===== src/rtl/debounce_timer_arbiter_if.sv =====
`default_nettype none
// ---------------------------------------------------------------------------
// Module   : debounce_timer_arbiter_if
// Brief    : request/grant/done bundle between debouncer channels and the timer
// Revision : 1.0
// ---------------------------------------------------------------------------
interface debounce_timer_arbiter_if #(
  parameter int N  = 4,
  parameter int IW = $clog2(N)
);
  logic [N-1:0]  req;
  logic [N-1:0]  grant;
  logic [N-1:0]  done;
  logic          busy;
  logic [IW-1:0] active_id;

  modport master (output req, input grant, input done, input busy, input active_id);
  modport slave  (input req, output grant, output done, output busy, output active_id);
endinterface
`default_nettype wire


===== src/rtl/debounce_timer_arbiter.sv =====
`default_nettype none
// ---------------------------------------------------------------------------
// Module   : debounce_timer_arbiter
// Brief    : one shared debounce interval timer, granted round-robin to N channels
// Revision : 1.0
// ---------------------------------------------------------------------------
module debounce_timer_arbiter #(
  parameter int N     = 4,
  parameter int TICKS = 5,
  parameter int CW    = $clog2(TICKS),
  parameter int IW    = $clog2(N)
) (
  input  logic                     clk,
  input  logic                     reset,
  debounce_timer_arbiter_if.slave  bus
);

  localparam logic [1:0]    c_idle = 2'd0;
  localparam logic [1:0]    c_run  = 2'd1;
  localparam logic [1:0]    c_done = 2'd2;
  localparam logic [CW-1:0] c_last = CW'(TICKS - 1);
  localparam logic [N-1:0]  c_one  = {{(N-1){1'b0}}, 1'b1};

  logic [1:0]    r_state;
  logic [N-1:0]  r_grant;
  logic [IW-1:0] r_active_id;
  logic [IW-1:0] r_ptr;
  logic [CW-1:0] r_count;

  logic          w_found;
  logic [IW-1:0] w_pick;
  logic          w_req_active;

  // First requester strictly after the pointer, wrapping N-1 -> 0.
  always_comb begin
    int            w_idx;
    logic [IW-1:0] w_cand;
    w_found = 1'b0;
    w_pick  = '0;
    w_idx   = 0;
    w_cand  = '0;
    for (int i = 1; i <= N; i++) begin
      w_idx = int'(r_ptr) + i;
      if (w_idx >= N) w_idx = w_idx - N;
      w_cand = IW'(w_idx);
      if (!w_found && bus.req[w_cand]) begin
        w_found = 1'b1;
        w_pick  = w_cand;
      end
    end
  end

  assign w_req_active = bus.req[r_active_id];

  always_ff @(posedge clk or posedge reset) begin
    if (reset) begin
      r_state     <= c_idle;
      r_grant     <= '0;
      r_active_id <= '0;
      r_ptr       <= IW'(N - 1);
      r_count     <= '0;
    end else begin
      case (r_state)
        c_idle: begin
          if (w_found) begin
            r_state     <= c_run;
            r_grant     <= c_one << w_pick;
            r_active_id <= w_pick;
            r_count     <= '0;
          end
        end
        c_run: begin
          // A dropped request aborts even on the terminal count.
          if (!w_req_active) begin
            r_state <= c_idle;
            r_grant <= '0;
            r_count <= '0;
            r_ptr   <= r_active_id;
          end else if (r_count == c_last) begin
            r_state <= c_done;
          end else begin
            r_count <= r_count + 1'b1;
          end
        end
        c_done: begin
          r_state <= c_idle;
          r_grant <= '0;
          r_count <= '0;
          r_ptr   <= r_active_id;
        end
        default: begin
          r_state <= c_idle;
          r_grant <= '0;
          r_count <= '0;
        end
      endcase
    end
  end

  assign bus.grant     = r_grant;
  assign bus.done      = (r_state == c_done) ? r_grant : '0;
  assign bus.busy      = (r_state != c_idle);
  assign bus.active_id = r_active_id;

endmodule
`default_nettype wire


===== src/flat_wrapper.sv =====
// flat-port wrapper written by rule: the top's interface ports become plain ports
module debounce_timer_arbiter_flat 
#(
  parameter int N     = 4,
  parameter int TICKS = 5,
  parameter int CW    = $clog2(TICKS),
  parameter int IW    = $clog2(N)
)
  (clk, reset, bus_req, bus_grant, bus_done, bus_busy, bus_active_id);
  debounce_timer_arbiter_if #(.N(N), .IW(IW)) bus_i ();
  input  logic clk;
  input  logic reset;
  input wire logic [$bits(bus_i.req)-1:0] bus_req;
  output wire logic [$bits(bus_i.grant)-1:0] bus_grant;
  output wire logic [$bits(bus_i.done)-1:0] bus_done;
  output wire logic [$bits(bus_i.busy)-1:0] bus_busy;
  output wire logic [$bits(bus_i.active_id)-1:0] bus_active_id;
  assign bus_i.req = bus_req;
  assign bus_grant = bus_i.grant;
  assign bus_done = bus_i.done;
  assign bus_busy = bus_i.busy;
  assign bus_active_id = bus_i.active_id;
  debounce_timer_arbiter #(.N(N), .TICKS(TICKS), .CW(CW), .IW(IW)) u_core (.clk(clk), .reset(reset), .bus(bus_i));
endmodule

===== config.mk =====
export PLATFORM = sky130hd
export DESIGN_NAME = debounce_timer_arbiter_flat
export DESIGN_NICKNAME = d
export VERILOG_FILES = /design/src/rtl/debounce_timer_arbiter_if.sv /design/src/rtl/debounce_timer_arbiter.sv /design/src/flat_wrapper.sv
export SDC_FILE = /design/constraint.sdc
export NUM_CORES = 1
export LEC_CHECK = 0
export CORE_UTILIZATION = 40
export CTS_CLUSTER_SIZE = 16
export DETAILED_ROUTE_END_ITERATION = 10
export GPL_TIMING_DRIVEN = 0
export MAX_ROUTING_LAYER = met4
export PLACE_DENSITY = 0.7
export REMOVE_ABC_BUFFERS = 1
export SKIP_CTS_REPAIR_TIMING = 1
export SYNTH_ARGS = -nofsm -noshare
export SYNTH_HDL_FRONTEND = slang
export SYNTH_SLANG_ARGS = --single-unit

===== constraint.sdc =====
create_clock -name clk -period 2.13 [get_ports clk]
set_input_delay 0.426 -clock clk [delete_from_list [all_inputs] [get_ports clk]]
set_output_delay 0.426 -clock clk [all_outputs]
set_load 0.01 [all_outputs]

==> key figures <==
Status
  • Run status: finished clean

Floorplan
  • Die X: 46.0 um
  • Std-Cell Core Area: 1760 um2
  • Total Die Area: 2110 um2
  • Die span in y: 46.0 um
  • # IOs: 17
  • Starting density of the core: 43.8%
  • Row count: 15

Drt
  • Detailed-routing iteration count for the pre-antenna-repair pass: 4
  • Number of vias per cell after detailed routing: 5.31
  • Iteration-0 DRC Markers: 6
  • Total length of routed wires: 1.62 mm
  • DR vias: 653
  • Post-route DRC: 0
  • Final routed wire length divided by cell count: 13.1 um
  • Number of routed nets with antenna violations: 0

Logic synthesis
  • Seq/Total Area, Yosys: 42.4%
  • Share of flip-flops with an asynchronous set or reset after synthesis: 100%
  • Average cell area after synthesis: 10.0 um2
  • Distinct cells, synth: 34
  • Register bit count reported by yosys: 13
  • Cell area after synthesis: 773 um2
  • Post-synth EDFFs: 0
  • Yosys warnings: 0
  • Post-synthesis cell count: 77
  • Top FF cell, synth: sky130_fd_sc_hd__dfrtp_1

Cells and area
  • Area growth from synthesis to layout: 30.3%
  • Multi-input gate area in the final layout: 434 um2
  • Most used cells in the layout excluding fill and tap cells: sky130_fd_sc_hd__clkdlybuf4s50_1, sky130_fd_sc_hd__dfrtp_1, sky130_fd_sc_hd__nand2_1
  • Number of fill cells: 163
  • Antenna Cells: 0
  • Fraction of layout cells with a size suffix above 1: 20.4%
  • Most common cell after layout, fill and taps aside: sky130_fd_sc_hd__clkdlybuf4s50_1
  • Storage cell area: 328 um2
  • Net total in the final layout: 107

Timing
  • Clock period minus worst slack: 2.05 ns
  • Max Clock Skew: 0.00484 ns
  • Part of the cycle the worst path needs: 96.3%
  • Total setup violations reported at the end of the flow: 0
  • Final count of pins violating max slew: 0
  • Number of hold violations in the final report: 0
  • Relative max-transition margin: 67.2%
  • Worst slew pin tran: 0.487 ns
  • Worst slack on hold paths: 0.446 ns
  • Fmax: 487 MHz

Worst setup path
  • Category of the worst setup path launch point: flip-flop
  • Worst Path Max Fanout: 6
  • Buffer and inverter count on the worst path: 1
  • Family with the most delay on the worst path: buffers and inverters
  • CP Depth: 3
  • Required time at the endpoint of the critical path: 1.70 ns
  • Worst-path cell chain: nor2b_4 > and2_1 > clkdlybuf4s50_1
  • Critical path's largest stage delay: 0.54 ns
  • Register-to-Register Path Depth: 4
  • Worst setup path class: flip-flop to primary output
  • Worst path arrival time: 1.63 ns
  • Nature of the critical path endpoint: primary output
  • Standard cell with the maximum stage delay on the critical path: sky130_fd_sc_hd__clkdlybuf4s50_1

Global routing
  • Grt total ovfl: 0
  • Largest net degree at the start of global routing: 14
  • Antenna violations before repair: 0
  • Total routing resource utilization after global routing: 19.2%
  • Global-route wire length before repair: 2.77 mm
  • Vias in the first global route: 627

Power
  • Final Power: 1.30 mW
  • Combinational cell fraction of total power: 50.2%
  • Power share of the sequential group: 38.0%
  • Switching Share: 39.3%
  • Total internal power: 790 uW
  • Net load switching power: 512 uW
  • Leakage: 0.436 nW
  • Proportion of power drawn by the clock network: 11.9%
  • Power per standard cell area: 1290 nW/um2
  • IR drop worst, VDD: 0.713 mV

Place
  • I/O Buffers: 16
  • DP HPWL: 1.25 mm
  • Routability-driven placement congestion ratio: 0.814

Hold path
  • Class of the tightest hold or removal check: input pin to async pin

Clock network
  • Clock sink total: 13
  • Cell chosen for the clock root: sky130_fd_sc_hd__clkbuf_4
  • Clock tree from TritonCTS: yes
  • Clk slew on worst S/H paths: 0.08 ns
  • Clock Tree Buf Depth: 2
  • Number of levels the H-tree was split into: 1
  • CTS buffer count: 3
  • Later-pin clock latency in the skew report: 0.28 ns

Job
  • Max_cap viols: 0
flip-flops by register name, summed over array words and instances (netlist names):
name                  cells
u_core.bus.active_id      2
u_core.r_count            3
u_core.r_state            2
u_core.bus.grant          4
u_core.r_ptr              2
layout make-up:
| cell class | count | share of cell area, % |
|---|---|---|
| Timing Repair Buffer | 17 | 16.6 |
| Clock inverter | 1 | 0.497 |
| Sequential cell | 13 | 32.5 |
| Multi-Input combinational cell | 59 | 43.1 |
| Clock buffer | 3 | 2.24 |
| Inverter | 5 | 1.86 |
| Tap cell | 25 | 3.11 |
final timing paths:
path	start	end	slack (ns)
setup / recovery	u_core.r_state[0]	bus_done[3]	0.08
hold / removal	reset	u_core.r_count[1]	0.45
setup reg to reg	u_core.bus.active_id[1]	u_core.bus.grant[1]	0.46
hold reg to reg	u_core.bus.grant[3]	u_core.bus.grant[3]	0.53
max in group asynchronous	reset	u_core.r_ptr[1]	1.33
min in group clk	u_core.bus.grant[3]	u_core.bus.grant[3]	0.53
routing by layer:
layer  global-route usage, %  vias to the layer above  routed length (um)
met2                    30.4                       15                 795
met5                       -                        -                   0
met4                    5.29                        0                   7
met1                    24.8                      321                 749
met3                    3.57                        2                  62
li1                        -                      315                   -
synth_stat cells, types with 3 or more instances:
master / instances / area [um2]
sky130_fd_sc_hd__and2_1: 4 / 25.0
sky130_fd_sc_hd__a21oi_1: 4 / 20.0
sky130_fd_sc_hd__dfrtp_1: 11 / 275
sky130_fd_sc_hd__nand2_1: 8 / 30.0
sky130_fd_sc_hd__nand2b_1: 3 / 18.8
sky130_fd_sc_hd__mux2i_1: 4 / 40.0
sky130_fd_sc_hd__nor2_1: 4 / 15.0
sky130_fd_sc_hd__inv_1: 4 / 15.0
power by group through the flow:
stage	Combinational, mW	Clock, mW	Sequential (mW)
after floorplan	0.420	0	0.491
after global placement	0.646	0	0.487
after detailed placement	0.655	0	0.493
after CTS	0.658	0.156	0.490
after global routing	0.727	0.168	0.519
final	0.654	0.155	0.494
kinds of logic (layout without fill, tap and decap cells):
kind of cell / count (synthesis) / count (layout) / synth area share [%]
and+or+nand+nor: 33 / 33 / 23.5
adders and majority gates: 2 / 2 / 3.24
buffers and inverters: 5 / 26 / 2.43
AOI/OAI and AO/OA: 17 / 17 / 17.0
muxes: 7 / 7 / 11.5
DFF: 13 / 13 / 42.4
stage by stage:
step	TNS, ns	util (%)	instances	worst slack, ns	instance area [um2]
after detailed placement	-0.00525	54.7	118	-0.00525	965
after floorplan	0	-	77	0.530	773
after global placement	0	54.7	118	0.0223	965
final	0	57.1	123	0.0782	1010
after global routing	-0.00382	57.1	123	-0.00382	1010
after CTS	-0.440	56.2	122	-0.126	992
Note: power is estimated with default switching activity, not from simulation.
